`src/rtl/ripple_counter_4bit.sv`:
```
// Free-running WIDTH-bit up-counter built from toggle stages with a rippled carry.
// Ports: Q (count out), clk (rising-edge clock), clear (sync active-high reset).
module ripple_counter_4bit #(
  parameter int WIDTH = 4
) (
  output logic [WIDTH-1:0] Q,
  input  logic             clk,
  input  logic             clear
);

  // toggle[i] is high when stages 0..i-1 are all 1.
  // Stage 0 always toggles, so the chain is seeded with 1.
  logic [WIDTH-1:0] toggle;

  always_comb begin
    toggle    = '0;
    toggle[0] = 1'b1;
    for (int i = 1; i < WIDTH; i++) begin
      toggle[i] = toggle[i-1] & Q[i-1];
    end
  end

  // clear wins over counting; otherwise each stage flips on its carry.
  always_ff @(posedge clk) begin
    if (clear) begin
      Q <= '0;
    end else begin
      Q <= Q ^ toggle;
    end
  end

endmodule

```
`config.mk`:
```
export PLATFORM = sky130hd
export DESIGN_NAME = ripple_counter_4bit
export DESIGN_NICKNAME = d
export VERILOG_FILES = /design/src/rtl/ripple_counter_4bit.sv
export SDC_FILE = /design/constraint.sdc
export NUM_CORES = 1
export LEC_CHECK = 0
export ABC_CLOCK_PERIOD_IN_PS = 1090
export BUFFER_PORTS_ARGS = -buffer_cell sky130_fd_sc_hd__buf_2
export CAP_MARGIN = 20
export CELL_PAD_IN_SITES_DETAIL_PLACEMENT = 0
export CELL_PAD_IN_SITES_GLOBAL_PLACEMENT = 2
export CORE_AREA = 2 2 39 41
export CTS_CLUSTER_DIAMETER = 200
export DETAILED_ROUTE_END_ITERATION = 8
export DIE_AREA = 0 0 41 43
export PLACE_DENSITY = 0.38
export RECOVER_POWER = 25
export SETUP_SLACK_MARGIN = 0.3
export SLEW_MARGIN = 20
export SYNTH_ARGS = -nofsm -noshare
export SYNTH_HDL_FRONTEND = slang
export SYNTH_SLANG_ARGS = --single-unit
```
`constraint.sdc`:
```
create_clock -name clk -period 1.09 [get_ports clk]
set_input_delay 0.1635 -clock clk [delete_from_list [all_inputs] [get_ports clk]]
set_output_delay 0.1635 -clock clk [all_outputs]
set_load 0.01 [all_outputs]
```
Yosys cells after proc, flatten, opt, wreduce, memory -nomap -nowiden
Cells that the tools add are included.
- bitwise logic cells: 3
- operators with widths (operator ; count):
    XOR 4 bit ; 1
    bitwise AND 1 bit ; 2
- logic and storage cells: 4
- bits in registers: 4

Logic depth before layout (Yosys ltp)
Gate-level depths: netlist of the first run.
- depth after elaboration: 3
- mapped depth: 4

Worst setup path after synthesis of the first run
OpenSTA, ideal clock, no wires.
- path type: reg2reg
- start point: register Q[0]
- end point: register Q[2]
- data required time: 976 ps
- path slack: 80 ps
- arrival: 897 ps
- buffers on the path: 0
- stages on the path, launching flop included: 4
- setup time: 114 ps
- cell sequence: dfxtp_1 ha_1 ha_1 nor2b_1
- cells in the longest elaborated chain, start to end: 2
- RTL lines (item ; RTL line ; source):
    start, declared ; 6 ; output logic [WIDTH-1:0] Q,
    start signal, assigned ; 28 ; Q <= Q ^ toggle;
    bitwise AND 1 bit ; 19 ; toggle[i] = toggle[i-1] & Q[i-1];
    XOR 4 bit ; 28 ;
Every way passes these cells.
A chain may end at the register's enable or synchronous reset.

Final worst setup path of the first run
Same ends and word-level chain as after synthesis.

==> flow_summary.ini, run 1 <==
[yosys]
yosysTopAreaCellShare_pct = 59.8
ys.warnings.count = 0
synth_common_cells = dfxtp_1, ha_1, nor2_1, nor2b_1, xnor2_1
syn-num-nets = 15
syn_area_um2 = 134
ys_seq_elements = 4
synth_cell_types = 5
synth_ff_type = dfxtp_1
synth_seq_area_share_pct = 59.8
syn_avg_cell_area_um2 = 12.2
synth_area_leaders = dfxtp_1, ha_1, nor2b_1
yosysMostFrequentCell = dfxtp_1
synth_cells = 11
async_reset_ff_share_pct = 0
yosysTopAreaCell = dfxtp_1
synth-edff-count = 0

[hold_path]
hp-start = clear
holdCritPathClass = in -> reg

[drt]
viasPerCell = 3.11
drtIter0Drc = 0
route.detailed.drc = 0
routedWlPerCell_um = 7.69
final_antenna_net_count = 0
wirelength_um = 277
vias = 112
drt_first_pass_iters = 1

[final_layout]
top_register = Q
antenna_cells = 0
largest_reg_flops = 4
post-route-util_pct = 17.9
top_regs = Q: 4 flops
nets = 26
synthToLayoutAreaGrowth_pct = 85.0
drive_above_1_share_pct = 75.0
nFillCells = 160

[setup_path]
crit_path_cell_trace = ha_2 -> ha_4 -> nor2b_1
slowest_stage = dfxtp_1
critPathArrivalTime_ps = 1080
critPathBufInv = 0
worst-path-max-fanout = 3
cp-end-kind = register
path_class = reg -> reg
start_kind = register
crit_path_max_incr_delay_ps = 340
timing.rr.start = Q[0]$_SDFF_PP0_
cp.required_ps = 1220
crit_family = adder cells
crit_start = Q[0]$_SDFF_PP0_

[die]
die_x_um = 41
start_util_pct = 9.67
coreArea_mm2 = 0.00138
die_y_um = 43
die_area_mm2 = 0.00176
rows = 14
num_io_pins = 6

[sta]
min_period_ps = 944
rsz0062_at_grt = true
fmax_mhz = 1060
min_period_over_period_pct = 86.6
finalMaxSlewViolations = 0
worstMarginPinSlew_ps = 107
finalHoldViolations = 0
relSlewSlack_pct = 92.8
tns_ps = 0
hold_slack_ps = 124
fin_skew_ps = 3.93
finalSetupViolations = 0

[cts]
cts_root_buf = clkbuf_4
cts_buffers = 3
tritoncts = done
insertion_delay_ps = 240
cts_htree_levels = 1
cts_num_sinks = 4
clk_path_buf_depth = 2
clk_pin_slew_worst_paths_ps = 40

[grt]
grt_first_pass_wirelength_um = 483
gr-total-overflow = 0
grt_max_degree = 5
grt_pass1_vias = 122
gr-usage-all-layers_pct = 5.11
antenna_found_initial = 0

[power_and_ir_drop]
p_sw_share_pct = 22.4
pwr-share-comb_pct = 9.1
peakVddDrop_uv = 810
power_frac_clock_pct = 48.5
p_leak_nw = 0.105
power.density_mw_per_mm2 = 1570
p_int_mw = 0.301
net-switching-power_mw = 0.0869
p_total_mw = 0.388
seqPwrFrac_pct = 42.5

[placement]
place_congestion = 0.580
port_buffers = 5

[status]
status = finished clean

[run]
cap_violations = 0
## through the flow
step                      setup WS [ps]  instances  cell area (um^2)
after floorplan                     183         11               161
after CTS                           180         36               253
after global routing               82.4         36               248
after global placement              169         32               206
after detailed placement            180         32               206
final                               146         36               248
## kinds of logic (layout without fill, tap and decap cells)
logic type | after synthesis | in the layout | share of synthesized area (%)
xor+xnor | 1 | 1 | 6.54
fa+ha+maj | 2 | 2 | 18.7
simple gates | 4 | 4 | 15.0
flops | 4 | 4 | 59.8
buf+inv | 0 | 9 | 0
## power by group through the flow
stage          sequential, mW  clock (mW)  combinational (mW)
5_1_grt                 0.166       0.220              0.0397
4_1_cts                 0.168       0.197              0.0354
6_report                0.165       0.188              0.0352
3_3_place_gp            0.170           0              0.0332
2_1_floorplan           0.175           0              0.0138
3_5_place_dp            0.170           0              0.0337
## worst paths after layout
check	end	slack (ps)	cells after the start
worst max register to register	Q[2]$_SDFF_PP0_	150	3
worst min register to register	Q[0]$_SDFF_PP0_	440	1
worst min-delay path	Q[2]$_SDFF_PP0_	120	2
worst max-delay path	Q[2]$_SDFF_PP0_	150	3
## per-layer routing
layer	global-route usage (%)	part of all wire (%)	routed length, um
met1	4.78	40	110
met2	4.38	34	93
met3	9.95	26	73
met4	2.00	0	0
met5	0	0	0
## placed cells by master (no fill, tap or decap)
cell,n
nor2_1,2
xnor2_2,1
buf_6,2
dfxtp_2,3
buf_4,1
ha_4,1
dfxtp_1,1
buf_2,3
clkbuf_4,3
nor2b_1,2
ha_2,1
## timing repair
item	4_1_cts	5_1_grt
buffers inserted	1	0
hold buffers	0	0
resized for setup	4	1
setup endpoints to repair	6	7
## layout make-up
type	instances	area, um^2	share of cell area [%]
multi-input cells	7	76.3	30.8
clock buffers	3	22.5	9.09
flip-flops and latches	4	83.8	33.8
well taps	16	20.0	8.08
repair buffers	6	45.0	18.2
Power figures use the tool's default switching activity.
==> inputs of run 2 (changes only) <==
- CTS_BUF_LIST: unset -> sky130_fd_sc_hd__clkbuf_8
==> flow_summary.ini, run 2 (synthesis gave the netlist of run 1 again) <==
[cts]
cts_hold_buf = 0
tritoncts = done
insertion_delay_ps = 220
cts_root_buf = clkbuf_8
cts_num_sinks = 4
cts_htree_levels = 1
clk_path_buf_depth = 2
cts_buffers = 3
clk_pin_slew_worst_paths_ps = 30

[placement]
place_ws_ps = 180
place_inst = 32
place_congestion = 0.580
port_buffers = 5

[final_layout]
top_register = Q
antenna_cells = 0
top_regs = Q: 4 flops
drive_above_1_share_pct = 68.4
final-instance-count-excl-fill = 35
mostFrequentLayoutCells = buf_2, clkbuf_8
layout_commonest_cell = buf_2
nets = 25
post-route-util_pct = 18.2
largest_reg_flops = 4
synthToLayoutAreaGrowth_pct = 87.9

[drt]
viasPerCell = 3.06
vias = 107
drtIter0Drc = 0
final_antenna_net_count = 0
route.detailed.drc = 0
wirelength_um = 272
routedWlPerCell_um = 7.77
drt_first_pass_iters = 1

[grt]
antenna_found_initial = 0
gr-usage-all-layers_pct = 4.90
gr-total-overflow = 0
grt_pass1_vias = 112
grt_max_degree = 5
grt_first_pass_wirelength_um = 455

[sta]
relSlewSlack_pct = 91.8
min_period_ps = 944
finalHoldViolations = 0
min_period_over_period_pct = 86.6
finalSetupViolations = 0
worstMarginPinSlew_ps = 123
finalMaxSlewViolations = 0
fmax_mhz = 1060
fin_ws_ps = 146
fin_skew_ps = 3.42
rsz0062_at_grt = true
tns_ps = 0

[setup_path]
start_kind = register
cp-end-kind = register
path_class = reg -> reg
critPathArrivalTime_ps = 1050
cp.required_ps = 1200
worst-path-max-fanout = 3

[power_and_ir_drop]
p_leak_nw = 0.106
peakVddDrop_uv = 1140
power.density_mw_per_mm2 = 2030
p_total_mw = 0.510

[die]
num_io_pins = 6
die_area_mm2 = 0.00176
die_x_um = 41
rows = 14
die_y_um = 43
start_util_pct = 9.67
coreArea_mm2 = 0.00138

[run]
cap_violations = 0

[status]
status = finished clean

[hold_path]
holdCritPathClass = in -> reg
run 2: changes by cell type in the layout (fill, tap and decap cells not counted):
cell	delta
buf_2	+1
buf_4	-1
buf_6	-1
clkbuf_4	-3
clkbuf_8	+3
dfxtp_1	+1
dfxtp_2	-1
run 2: metal layers:
metal	global-route usage, %	routed length (um)	vias up
li1	-	-	52
met1	4.78	112	45
met2	3.75	84	10
met3	9.95	74	0
met4	2.00	0	0
met5	0	0	-
run 2: worst paths after layout:
check	startpoint	end	slack [ps]	depth (start not counted)
worst max register to register	Q[0]$_SDFF_PP0_	Q[2]$_SDFF_PP0_	150	3
worst max-delay path	Q[0]$_SDFF_PP0_	Q[2]$_SDFF_PP0_	150	3
worst min register to register	Q[0]$_SDFF_PP0_	Q[0]$_SDFF_PP0_	440	1
worst min-delay path	clear	Q[2]$_SDFF_PP0_	150	2
run 2: per-stage QoR:
stage / instance area [um^2] / hold WS, ps
finish: 251 / 148
floorplan: 161 / 223
CTS: 263 / 148
global route: 251 / 157
global placement: 206 / 379
detailed placement: 206 / 372
run 2: timing repair:
action,4_1_cts,5_1_grt
buffers inserted,0,0
endpoints found under the setup margin,6,7
resized for setup,3,0
run 2: cell type report:
class                           count  area [um^2]
Tap cell                           16         20.0
Fill cell                         156         1130
Sequential cell                     4         82.6
Multi-Input combinational cell      7         76.3
Timing Repair Buffer                5         31.3
Clock buffer                        3         41.3
run 2: power by group:
group	switching [mW]	internal, mW	total (mW)	leakage [nW]
Clock	0.0751	0.235	0.310	0.0216
Sequential	0.00696	0.158	0.165	0.0336
Combinational	0.0151	0.0192	0.0343	0.0507
run 2: worst max-delay path, stage by stage, from the launching register on:
cell	delay (ps)
dfxtp_1	340
ha_2	200
ha_4	190
nor2b_1	110
==> inputs of run 3 (changes only) <==
- REMOVE_ABC_BUFFERS: unset -> 1
==> flow_summary.ini, run 3 (synthesis gave the netlist of run 1 again) <==
[status]
status = finished clean

[drt]
vias = 115
wirelength_um = 324
maxUsedRoutingLayer = met3
route.detailed.drc = 0
met2WireLength_um = 156
drt_first_pass_iters = 1
drtIter0Drc = 0
viasPerCell = 3.11
wl_met3_um = 43
final_antenna_net_count = 0
routedWlPerCell_um = 8.76
wl_met1_um = 124

[cts]
cts_buffers = 3
cts_root_buf = clkbuf_8
clk_path_buf_depth = 2
cts_num_sinks = 4
tritoncts = done
clk_pin_slew_worst_paths_ps = 30
cts_htree_levels = 1
insertion_delay_ps = 210
cts_hold_buf = 0

[final_layout]
nets = 27
antenna_cells = 0
synthToLayoutAreaGrowth_pct = 118
mostFrequentLayoutCells = buf_6, dfxtp_2, clkbuf_8
top_regs = Q: 4 flops
top_register = Q
layout_commonest_cell = buf_6
final-instance-count-excl-fill = 37
largest_reg_flops = 4
post-route-util_pct = 21.1
drive_above_1_share_pct = 81.0

[power_and_ir_drop]
power.density_mw_per_mm2 = 1800
p_leak_nw = 0.123
p_total_mw = 0.524
peakVddDrop_uv = 679

[placement]
place_inst = 32
place_congestion = 0.523
port_buffers = 5

[setup_path]
cp-end-kind = register
crit_path_cell_trace = ha_2 -> ha_4 -> nor2b_1
worstSetupEndpoint = Q[2]$_SDFF_PP0_
start_kind = register
cp.required_ps = 1190
worst-path-max-fanout = 2
crit_family = adder cells
path_class = reg -> reg
r2r_slack_ps = 120
crit_start = Q[0]$_SDFF_PP0_
path_depth = 3
rr_endpoint = Q[2]$_SDFF_PP0_
critPathArrivalTime_ps = 1070
critPathBufInv = 0
timing.rr.start = Q[0]$_SDFF_PP0_
slowest_stage = dfxtp_1
crit_path_max_incr_delay_ps = 340
reg2regPathDepth = 3

[die]
start_util_pct = 9.67
die_area_mm2 = 0.00176
coreArea_mm2 = 0.00138
die_x_um = 41
num_io_pins = 6
die_y_um = 43
rows = 14

[hold_path]
holdCritPathClass = in -> reg

[sta]
fmax_mhz = 1030
finalHoldViolations = 0
worstMarginPinSlew_ps = 114
rsz0062_at_grt = true
hold_slack_ps = 171
tns_ps = 0
fin_skew_ps = 2.78
finalMaxSlewViolations = 0
min_period_over_period_pct = 89.0
relSlewSlack_pct = 92.3
finalSetupViolations = 0
min_period_ps = 970

[grt]
gr-usage-all-layers_pct = 5.03
grt_pass1_vias = 115
antenna_found_initial = 0
grt_max_degree = 5
grt_first_pass_wirelength_um = 489
gr-total-overflow = 0

[run]
cap_violations = 0
run 3: cell types whose count changed in the layout (fill, tap and decap cells not counted), sizes merged:
cell | before | now
buf | 5 | 7
run 3: layer usage:
layer | up-vias | GRT usage, %
met5 | - | 0
met4 | 0 | 2.00
met3 | 0 | 7.85
met2 | 8 | 5.00
met1 | 52 | 5.16
li1 | 55 | -
run 3: worst min path at each step:
| stage | startpoint | end | slack [ps] | cells after the start |
|---|---|---|---|---|
| after detailed placement | clear | Q[0]$_SDFF_PP0_ | 370 | 2 |
| after floorplan | clear | Q[0]$_SDFF_PP0_ | 230 | 1 |
| final | clear | Q[3]$_SDFF_PP0_ | 170 | 2 |
| after global placement | clear | Q[0]$_SDFF_PP0_ | 370 | 2 |
| after global routing | clear | Q[1]$_SDFF_PP0_ | 180 | 2 |
| after CTS | clear | Q[0]$_SDFF_PP0_ | 140 | 2 |
run 3: timing repair:
item                                   4_1_cts  5_1_grt
setup buffers                                2        0
pin swaps                                    2        2
setup endpoints to repair                    7        7
endpoints found under the hold margin        0        0
resized for setup                            8        7
run 3: final cells by class:
class | count | area (um^2)
Multi-Input combinational cell | 7 | 83.8
Fill cell | 152 | 1090
Sequential cell | 4 | 83.8
Clock buffer | 3 | 41.3
Tap cell | 16 | 20.0
Timing Repair Buffer | 7 | 62.6
run 3: metrics by stage:
stage	setup WS, ps	instance area [um^2]
after floorplan	79.8	134
after global placement	78.5	179
after detailed placement	83.7	179
after CTS	135	268
after global routing	67.8	292
final	120	292
run 3: where the power goes:
part / leakage [nW] / switching [mW] / total, mW / internal (mW)
clock: 0.0216 / 0.0698 / 0.305 / 0.235
sequential: 0.0342 / 0.00784 / 0.166 / 0.159
combinational: 0.0677 / 0.0197 / 0.0533 / 0.0336
total: 0.123 / 0.0973 / 0.524 / 0.427
